--- config.mk ---
export PLATFORM = sky130hd
export DESIGN_NAME = sprite_motion_ctrl
export DESIGN_NICKNAME = d
export VERILOG_FILES = /design/src/rtl/sprite_motion_ctrl.sv
export SDC_FILE = /design/constraint.sdc
export NUM_CORES = 1
export LEC_CHECK = 0
export BUFFER_PORTS_ARGS = -buffer_cell sky130_fd_sc_hd__buf_4
export CORE_MARGIN = 2
export CORE_UTILIZATION = 40
export CTS_BUF_LIST = sky130_fd_sc_hd__clkbuf_4 sky130_fd_sc_hd__clkbuf_8
export DETAILED_ROUTE_END_ITERATION = 12
export PLACE_DENSITY = 0.71
export SYNTH_ARGS = -nofsm -noshare
export SYNTH_HDL_FRONTEND = slang
export SYNTH_SLANG_ARGS = --single-unit
--- constraint.sdc ---
create_clock -name clk25 -period 3.12 [get_ports clk25]
set_clock_uncertainty 0.1 [all_clocks]
set_input_delay 0.78 -clock clk25 [delete_from_list [all_inputs] [get_ports clk25]]
set_output_delay 0.78 -clock clk25 [all_outputs]
set_load 0.02 [all_outputs]
--- src/rtl/sprite_motion_ctrl.sv ---
// Sprite motion/animation controller. Buttons are synchronised, position and pose update once per frame tick.
// Latency: 2-cycle input sync, outputs registered and updated only on the screenEnd edge. No backpressure.
// SPRITE_WRAP_EN: when defined, position wraps around the playfield instead of clamping.
`timescale 1ns/1ps
module sprite_motion_ctrl #(
  parameter int X_MAX       = 160,
  parameter int Y_MAX       = 120,
  parameter int SP_W        = 8,
  parameter int SP_H        = 8,
  parameter int STEP        = 1,
  parameter int X_INIT      = 76,
  parameter int Y_INIT      = 56,
  parameter int ANIM_DIV    = 8,
  parameter int ANIM_FRAMES = 2,
  parameter int FRAME_SIZE  = 64
) (
  input  logic        clk25,
  input  logic        reset,
  input  logic        screenEnd,
  input  logic [7:0]  buttons,
  output logic        sp_en,
  output logic [31:0] sp_addr,
  output logic [7:0]  sp_x,
  output logic [6:0]  sp_y,
  output logic        moving
);

  localparam int CW = (ANIM_DIV > 1) ? $clog2(ANIM_DIV) : 1;
  localparam int PW = (ANIM_FRAMES > 1) ? $clog2(ANIM_FRAMES) : 1;
  localparam logic [8:0] X_LIM = 9'(X_MAX - SP_W);
  localparam logic [8:0] Y_LIM = 9'(Y_MAX - SP_H);
  localparam logic [8:0] STEP9 = 9'(STEP);

  typedef enum logic {IDLE, WALK} state_t;

  state_t        state_q, state_d;
  logic [4:0]    btn_s1, btn_s2;
  logic          a_prev, a_edge;
  logic          pend_q, pend_d;
  logic [CW-1:0] cnt_q, cnt_d;
  logic [PW-1:0] pose_q, pose_d;
  logic          x_neg, x_pos, y_neg, y_pos, walk;
  logic [8:0]    x_nxt, y_nxt;
  logic          en_d;
  logic [31:0]   addr_d;
  logic          unused_bits;

  // lim is the largest legal coordinate; the wrap range is lim+1
  function automatic logic [8:0] step_pos(input logic [8:0] p, input logic neg,
                                          input logic pos, input logic [8:0] lim);
    logic [8:0] r;
    r = p;
`ifdef SPRITE_WRAP_EN
    if (neg)      r = (p < STEP9) ? p + lim + 9'd1 - STEP9 : p - STEP9;
    else if (pos) r = (p + STEP9 > lim) ? p + STEP9 - lim - 9'd1 : p + STEP9;
`else
    if (neg)      r = (p < STEP9) ? 9'd0 : p - STEP9;
    else if (pos) r = (p + STEP9 > lim) ? lim : p + STEP9;
`endif
    return r;
  endfunction

  assign unused_bits = ^{buttons[7:5], x_nxt[8], y_nxt[8:7]};

  assign x_neg  = btn_s2[2] & ~btn_s2[3];
  assign x_pos  = btn_s2[3] & ~btn_s2[2];
  assign y_neg  = btn_s2[0] & ~btn_s2[1];
  assign y_pos  = btn_s2[1] & ~btn_s2[0];
  assign walk   = x_neg | x_pos | y_neg | y_pos;
  assign a_edge = btn_s2[4] & ~a_prev;
  assign moving = (state_q == WALK);

  assign x_nxt = step_pos({1'b0, sp_x}, x_neg, x_pos, X_LIM);
  assign y_nxt = step_pos({2'b00, sp_y}, y_neg, y_pos, Y_LIM);

  always_ff @(posedge clk25 or negedge reset) begin
    if (!reset) state_q <= IDLE;
    else        state_q <= state_d;
  end

  always_comb begin
    state_d = state_q;
    if (screenEnd) state_d = walk ? WALK : IDLE;
  end

  always_comb begin
    cnt_d  = cnt_q;
    pose_d = pose_q;
    pend_d = pend_q | a_edge;
    en_d   = sp_en;
    if (screenEnd) begin
      // an A edge landing on the tick itself is folded in here
      pend_d = 1'b0;
      en_d   = sp_en ^ (pend_q | a_edge);
      if (walk) begin
        if (cnt_q == CW'(ANIM_DIV - 1)) begin
          cnt_d  = '0;
          pose_d = (pose_q == PW'(ANIM_FRAMES - 1)) ? '0 : pose_q + 1'b1;
        end else begin
          cnt_d = cnt_q + 1'b1;
        end
      end else begin
        cnt_d  = '0;
        pose_d = '0;
      end
    end
    addr_d = 32'(pose_d) * 32'(FRAME_SIZE);
  end

  always_ff @(posedge clk25 or negedge reset) begin
    if (!reset) begin
      btn_s1  <= '0;
      btn_s2  <= '0;
      a_prev  <= 1'b0;
      pend_q  <= 1'b0;
      cnt_q   <= '0;
      pose_q  <= '0;
      sp_x    <= 8'(X_INIT);
      sp_y    <= 7'(Y_INIT);
      sp_en   <= 1'b1;
      sp_addr <= '0;
    end else begin
      btn_s1 <= buttons[4:0];
      btn_s2 <= btn_s1;
      a_prev <= btn_s2[4];
      pend_q <= pend_d;
      cnt_q  <= cnt_d;
      pose_q <= pose_d;
      sp_en  <= en_d;
      if (screenEnd) begin
        sp_x    <= x_nxt[7:0];
        sp_y    <= y_nxt[6:0];
        sp_addr <= addr_d;
      end
    end
  end

endmodule

* After elaboration in Yosys (flattened, before gate mapping)
Cells that the tools add are included.
** Cells by class
- Multiplexer cells :: 16
- Equal/unequal tests :: 1
- $add $sub $neg :: 6
- Magnitude comparators :: 4
- Reduce and logical (&&, ||, !) cells :: 4
- Bitwise logic cells :: 15
** Operators by type and width (count)
- 2-to-1 mux 8 bit :: 4
- 2-to-1 mux 7 bit :: 4
- adder 8 x 1 -> 9 bit, second input constant :: 1
- > comparator 9 x 8 -> 1 bit, second input constant :: 1
- adder 7 x 1 -> 8 bit, second input constant :: 1
- > comparator 8 x 7 -> 1 bit, second input constant :: 1
- less-than comparator 8 x 1 -> 1 bit, second input constant :: 1
- subtractor 8 x 1 -> 8 bit, second input constant :: 1
- less-than comparator 7 x 1 -> 1 bit, second input constant :: 1
- subtractor 7 x 1 -> 7 bit, second input constant :: 1
- 2-to-1 mux 1 bit :: 6
- 2-to-1 mux 3 bit :: 2
- bitwise AND 1 bit :: 5
- NOT 1 bit :: 5
- OR 1 bit :: 4
- AND reduction 2 bit :: 2
- nonzero test 2 bit :: 2
- adder 3 x 1 -> 3 bit, second input constant :: 1
- equality test 3 bit, second input constant :: 1
- adder 1 bit, second input constant :: 1
- bitwise XOR 1 bit :: 1
** Word-level totals
- Logic and storage cells :: 57
- Register bits after elaboration :: 34
- Bits of input ports :: 11

* Longest topological paths before layout
Gate-level depths: netlist (run 1).
- Depth in word-level cells :: 7
- Gate-level depth with buffers :: 8
- Depth with buffers taken out :: 7

* Worst setup path before layout (run 1)
OpenSTA, ideal clock, no wires.
- Path type :: reg2reg
- Start :: register sp_x[0]
- End :: register sp_x[5]
- Arrival :: 2287 ps
- Library setup time :: 121 ps
- Stages on the path, launching flop included :: 9
- Slack :: 612 ps
- Path buffers :: 1
- Path through :: dfrtp_1 buf_2 inv_1 ha_1 or4b_4 o41ai_4 a21oi_2 a311o_1 a22o_1
** On the way
- Word-level cells in the longest chain between the ends :: 5
- Elaborated cells between the ends (all ways) :: 8
** RTL lines
- from (decl) :: RTL line 23 : output logic [7:0] sp_x,
- from (signal assigned) :: RTL line 118 : sp_x <= 8'(X_INIT);
- from (signal assigned) :: RTL line 131 : sp_x <= x_nxt[7:0];
- adder 8 x 1 -> 9 bit :: RTL line 58 : else if (pos) r = (p + STEP9 > lim) ? lim : p + STEP9;
- > comparator 9 x 8 -> 1 bit :: RTL line 58
- 2-to-1 mux 8 bit (2 in series) :: RTL line 58
- 2-to-1 mux 8 bit * :: RTL line 57 : if (neg) r = (p < STEP9) ? 9'd0 : p - STEP9;
Mark *: on every way between the ends. The rest lies on a longest branch, timed or not. The select of a mux whose other input is x is not followed.
A chain may end at the register's enable or synchronous reset.

* Worst setup path after layout (run 1)
Same ends and word-level chain as after synthesis.

==> results.toml, run 1 <==
[outcome]
status = "finished clean"

[logic_synthesis]
avgSynthCellArea_um2 = 8.80
synth_top_flop_cell = "dfrtp_1"
synthesis.area_um2 = 2390
yosysWarnings = 0
async_flop_share_pct = 100
ys_top_cells_by_area = "dfrtp_1 28%, buf_4 9.8%, dfstp_2 7.7%, ha_1 5.2%, o21ai_0 3.4%"
yosys.area.top_type_share_pct = 28.3
synth.distinct_cells = 55
yosysMostFrequentCell = "buf_4"
synth_seq_cells = 34
yosysSeqAreaShare_pct = 36.0
syn-instance-count = 271
yosys-top-cells-count = "31 x buf_4, 27 x dfrtp_1, 20 x inv_1"
synth_edf_count = 0
yosysTopAreaCell = "dfrtp_1"

[drt]
wl_per_cell_um = 12.7
drt-met1-wl_mm = 2.10
ant_nets = 0
highest_layer = "met4"
vias_per_cell = 5.22
met2WireLength_mm = 2.19
drt-initial-drc-count = 100
via_count = 1879
wl_mm = 4.59
dr.pass1.iters = 4
wl_met3_um = 241
drcViolationCount = 0

[global_routing]
grt_pass1_vias = 1652
grt_pass1_wl_mm = 7.49
grt_use_total_pct = 14.6
grt_max_degree = 35
antenna_found_initial = 0
gr-total-overflow = 0

[timing]
worstMarginPinSlew_ns = 0.739
clock.fmax_mhz = 389
tns_ns = 0
hold_viol = 0
slew_violations = 0
period_share_pct = 82.3
rsz0062_at_grt = "false"
hold_ws_ns = 0.251
setup_viol = 0
maxSlewHeadroom_pct = 50.3
min_period_ns = 2.57

[pwr]
power.density_nw_per_um2 = 752
p_total_mw = 1.92
vdd_ir_drop_max_mv = 0.380
p_leak_nw = 1.12

[worst_setup_path]
slowest_delay_ns = 0.52
path_max_fanout = 12
crit_chain = "inv_1 -> ha_1 -> or4b_4 -> o41ai_4 -> a21oi_2 -> a311o_1 -> a22o_1"
r2r_cells = 7
rrSetupSlack_ns = 0.55
critPathCaptureType = "flip-flop"
arrival_ns = 2.64
required_ns = 3.19
crit_slowest_cell = "or4b_4"
critical_path_class = "flip-flop to flip-flop"
rr_endpoint = "sp_x[5]"
worstReg2RegStart = "sp_x[0]"
startpoint_type = "flip-flop"

[floorplan]
dieArea_um2 = 6600
initial_core_util_pct = 40.8
rows = 28
fp.dieH_um = 81.2
core_area_um2 = 5850
die_w_um = 81.2
io_pins = 60

[clock_tree]
h-tree-depth = 2
clockRootBuffer = "clkbuf_8"
post_cts_buffers = 0
clock_path_buffers = 2
post_cts_resized = 0
cts_sinks = 34
clkTransAtPathRegs_ns = 0.07
clk_latency_ns = 0.29
cts_tree = "built"
numCtsBuffers = 5
postCtsHoldBufs = 0

[layout]
drive_above_1_share_pct = 16.5
diodes = 0
regArea_um2 = 860
syn2layout_area_growth_pct = 7.24
multiInputGateArea_um2 = 1260
fin_nets = 306
fillerInstances = 590

[min_path]
hold_end = "btn_s2[2]"
min_from = "btn_s1[2]"
hold_path_depth = 0
holdCritPathClass = "flip-flop to flip-flop"

[place]
portBuffers = 25
place_congestion = 0.800
place_hpwl_mm = 3.23

[flow_run]
cap_violations = 0
stage by stage:
step | utilization [%] | setup WS, ns | instance area, um2 | instances
3_3_place_gp | 42.4 | 0.593 | 2480 | 353
2_1_floorplan | - | 0.612 | 2500 | 301
6_report | 43.7 | 0.552 | 2560 | 360
4_1_cts | 43.7 | 0.550 | 2560 | 360
5_1_grt | 43.7 | 0.418 | 2560 | 360
3_5_place_dp | 42.4 | 0.571 | 2480 | 353
placed cells by master, fill, tap and decap left out, types with 3 or more instances in the layout:
| master | count |
|---|---|
| nor4_1 | 4 |
| a21o_1 | 4 |
| a22o_1 | 3 |
| clkbuf_8 | 5 |
| nor3_1 | 7 |
| buf_4 | 25 |
| o22ai_1 | 4 |
| nor2_1 | 15 |
| nand2_1 | 12 |
| a21oi_1 | 13 |
| nor2b_1 | 9 |
| conb_1 | 31 |
| inv_1 | 20 |
| or3_1 | 3 |
| and3_1 | 3 |
| dfrtp_1 | 27 |
| dfstp_2 | 7 |
| o21ai_0 | 16 |
| nand2b_1 | 5 |
| ha_1 | 10 |
| a31oi_1 | 3 |
| o31ai_1 | 7 |
| nand3_1 | 8 |
registers in the layout, indices dropped and copies added (netlist names), 3 cells and up:
name	flops
sp_x	8
cnt_q	3
sp_y	7
btn_s2	5
btn_s1	5
worst max-delay path: cells and delay by family, from the launching register on:
| kind | cells | cell delay (ns) |
|---|---|---|
| AOI/OAI and AO/OA | 4 | 0.95 |
| adders and majority gates | 1 | 0.20 |
| buffers and inverters | 1 | 0.17 |
| DFF | 1 | 0.51 |
| and+or+nand+nor | 1 | 0.52 |
power by group:
group,switching [mW],total (mW),internal [mW]
Sequential,0.221,0.793,0.572
Combinational,0.469,0.824,0.355
Clock,0.157,0.307,0.150
how the worst max path moves through the flow:
stage / cells after the start / to / startpoint
after floorplan: 8 / sp_x[5] / sp_x[0]
after global placement: 7 / sp_x[5] / sp_x[0]
after detailed placement: 7 / sp_x[5] / sp_x[0]
after CTS: 7 / sp_x[5] / sp_x[0]
after global routing: 7 / sp_x[5] / sp_x[0]
final: 7 / sp_x[5] / sp_x[0]
kinds of logic after synthesis:
family | share of synthesized area, %
compound gates | 23.9
xor+xnor | 0.734
fa+ha+maj | 5.24
buf+inv | 15.7
flops | 36.0
mux | 0.420
other cells | 0.157
simple gates | 17.8
cell type report:
cell class / count / share of cell area (%)
Clock buffer: 5 / 2.69
Clock inverter: 2 / 0.391
Inverter: 20 / 2.93
Multi-Input combinational cell: 199 / 49.4
Sequential cell: 34 / 33.6
Tap cell: 75 / 3.67
Timing Repair Buffer: 25 / 7.33
per-layer routing:
metal  global-route usage (%)  vias to the layer above
met5                        0                        -
met4                     4.58                        0
met3                     3.89                        5
met2                     23.5                       57
met1                     19.1                      884
li1                         -                      933
(Power assumes the default switching activity.)
==> run 2, diff against run 1 <==
==> constraint.sdc (replaced) <==
create_clock -name clk25 -period 2.47 [get_ports clk25]
set_clock_uncertainty 0.1 [all_clocks]
set_input_delay 0.6175 -clock clk25 [delete_from_list [all_inputs] [get_ports clk25]]
set_output_delay 0.6175 -clock clk25 [all_outputs]
set_load 0.02 [all_outputs]
==> run 2 against run 1 <==
Final cell count up 4.2%. Setup slack worse by 0.36 ns. Critical path type unchanged. Routed wire length up 1.9%. Non-clock buffer count up 14. Utilization up 2.2 points. Worst hold slack worse by 0.074 ns. Combinational power up 46%. Flip-flop and latch count unchanged. Critical path depth unchanged.
==> results.toml, run 2 (synthesized netlist as in run 1, its figures left out) <==
[outcome]
status = "finished clean"

[floorplan]
initial_core_util_pct = 40.8
io_pins = 60
die_w_um = 81.2
rows = 28
fp.dieH_um = 81.2
core_area_um2 = 5850
dieArea_um2 = 6600

[clock_tree]
clkTransAtPathRegs_ns = 0.07
postCtsHoldBufs = 0
clockRootBuffer = "clkbuf_8"
cts_sinks = 34
post_cts_resized = 0
cts_tree = "built"
clk_latency_ns = 0.28
numCtsBuffers = 5
post_cts_buffers = 0
clock_path_buffers = 2
h-tree-depth = 2

[timing]
rsz0062_at_grt = "false"
min_period_ns = 2.28
tns_ns = 0
hold_ws_ns = 0.177
period_share_pct = 92.2
clock.fmax_mhz = 439
hold_viol = 0
setup_viol = 0
slew_violations = 0

[global_routing]
gr-total-overflow = 0
grt_pass1_vias = 1793
grt_max_degree = 35
grt_pass1_wl_mm = 8.05
antenna_found_initial = 0
grt_use_total_pct = 15.4

[worst_setup_path]
critical_path_class = "flip-flop to flip-flop"
slowest_delay_ns = 0.50
worstSetupStartpoint = "sp_x[0]"
path_max_fanout = 5
startpoint_type = "flip-flop"
arrival_ns = 2.34
crit_chain = "inv_4 -> ha_4 -> or4b_4 -> o41ai_4 -> a21oi_2 -> a311o_1 -> a22o_1"
crit_slowest_cell = "or4b_4"
critical_path_buf_inv_count = 1
critical-path-top-delay-family = "compound AO/OA/AOI/OAI gates"
critPathCaptureType = "flip-flop"
required_ns = 2.54
worstReg2RegStart = "sp_x[0]"

[place]
portBuffers = 25
place_hpwl_mm = 3.34
dp_cells = 367
place_congestion = 0.798

[layout]
fin_nets = 320
reg.largest.list = "sp_x (8), sp_y (7)"
final_cell_mix = "39 x buf_4, 31 x conb_1, 25 x dfrtp_1, 18 x inv_1, 16 x o21ai_0"
regArea_um2 = 862
top_register = "sp_x"
drive_above_1_share_pct = 22.3
fillerInstances = 585
diodes = 0
layout_commonest_cell = "buf_4"
multiInputGateArea_um2 = 1280
postLayoutCoreUtil_pct = 46.0
largest_reg_flops = 8
fin_cells = 375
syn2layout_area_growth_pct = 12.7

[drt]
dr.pass1.iters = 4
wl_mm = 4.67
drt-initial-drc-count = 114
vias_per_cell = 5.25
drcViolationCount = 0
ant_nets = 0
via_count = 1970
wl_per_cell_um = 12.5

[flow_run]
cap_violations = 0

[pwr]
p_leak_nw = 1.19
vdd_ir_drop_max_mv = 0.539
power.density_nw_per_um2 = 948

[min_path]
holdCritPathClass = "input port to async pin"
[run 2: changes by cell type in the layout (fill, tap and decap cells not counted)]
cell,change
inv_2,+1
dfrtp_1,-2
buf_4,+14
clkbuf_4,+1
inv_4,+1
ha_4,+1
ha_1,-1
inv_1,-2
dfrtp_2,+2
[run 2: worst paths after layout]
path,to,slack [ns],cells after the start
min in group clk25,btn_s2[4],0.25,0
max in group asynchronous,sp_en,1.75,1
setup / recovery,sp_x[5],0.19,7
hold reg to reg,btn_s2[4],0.25,0
setup reg to reg,sp_x[5],0.19,7
hold / removal,sp_y[6],0.18,1
[run 2: worst register-to-register path, delay by kind of cell (launching register included)]
| kind | cells | cell delay [ns] |
|---|---|---|
| flops | 1 | 0.42 |
| buf+inv | 1 | 0.08 |
| fa+ha+maj | 1 | 0.13 |
| compound gates | 4 | 0.93 |
| simple gates | 1 | 0.50 |
[run 2: cell type report]
cell class	instances	share of cell area (%)
clock inverters	2	0.372
multi-input cells	199	47.5
flip-flops and latches	34	32.1
inverters	20	2.89
well taps	75	3.49
clock buffers	6	2.84
repair buffers	39	10.9
[run 2: power breakdown]
part           switching, mW  internal, mW
combinational          0.674         0.529
clock                  0.193         0.206
sequential             0.222         0.726
total                   1.09          1.46
[run 2: metrics by stage]
stage / setup WS (ns) / total power [mW] / cell area, um2
floorplan: 0.0218 / 1.82 / 2530
global placement: 0.215 / 2.13 / 2600
detailed placement: 0.197 / 2.16 / 2600
CTS: 0.188 / 2.57 / 2690
global route: 0.00709 / 2.74 / 2690
finish: 0.193 / 2.55 / 2690
[run 2: routing by layer]
metal  vias to the layer above  global-route usage, %  share of wire, %
met4                         0                   5.08              0.45
met5                         -                      0                 0
met1                       938                   20.0                48
li1                        965                      -                 -
met3                         2                   3.78               5.1
met2                        65                   25.1                47
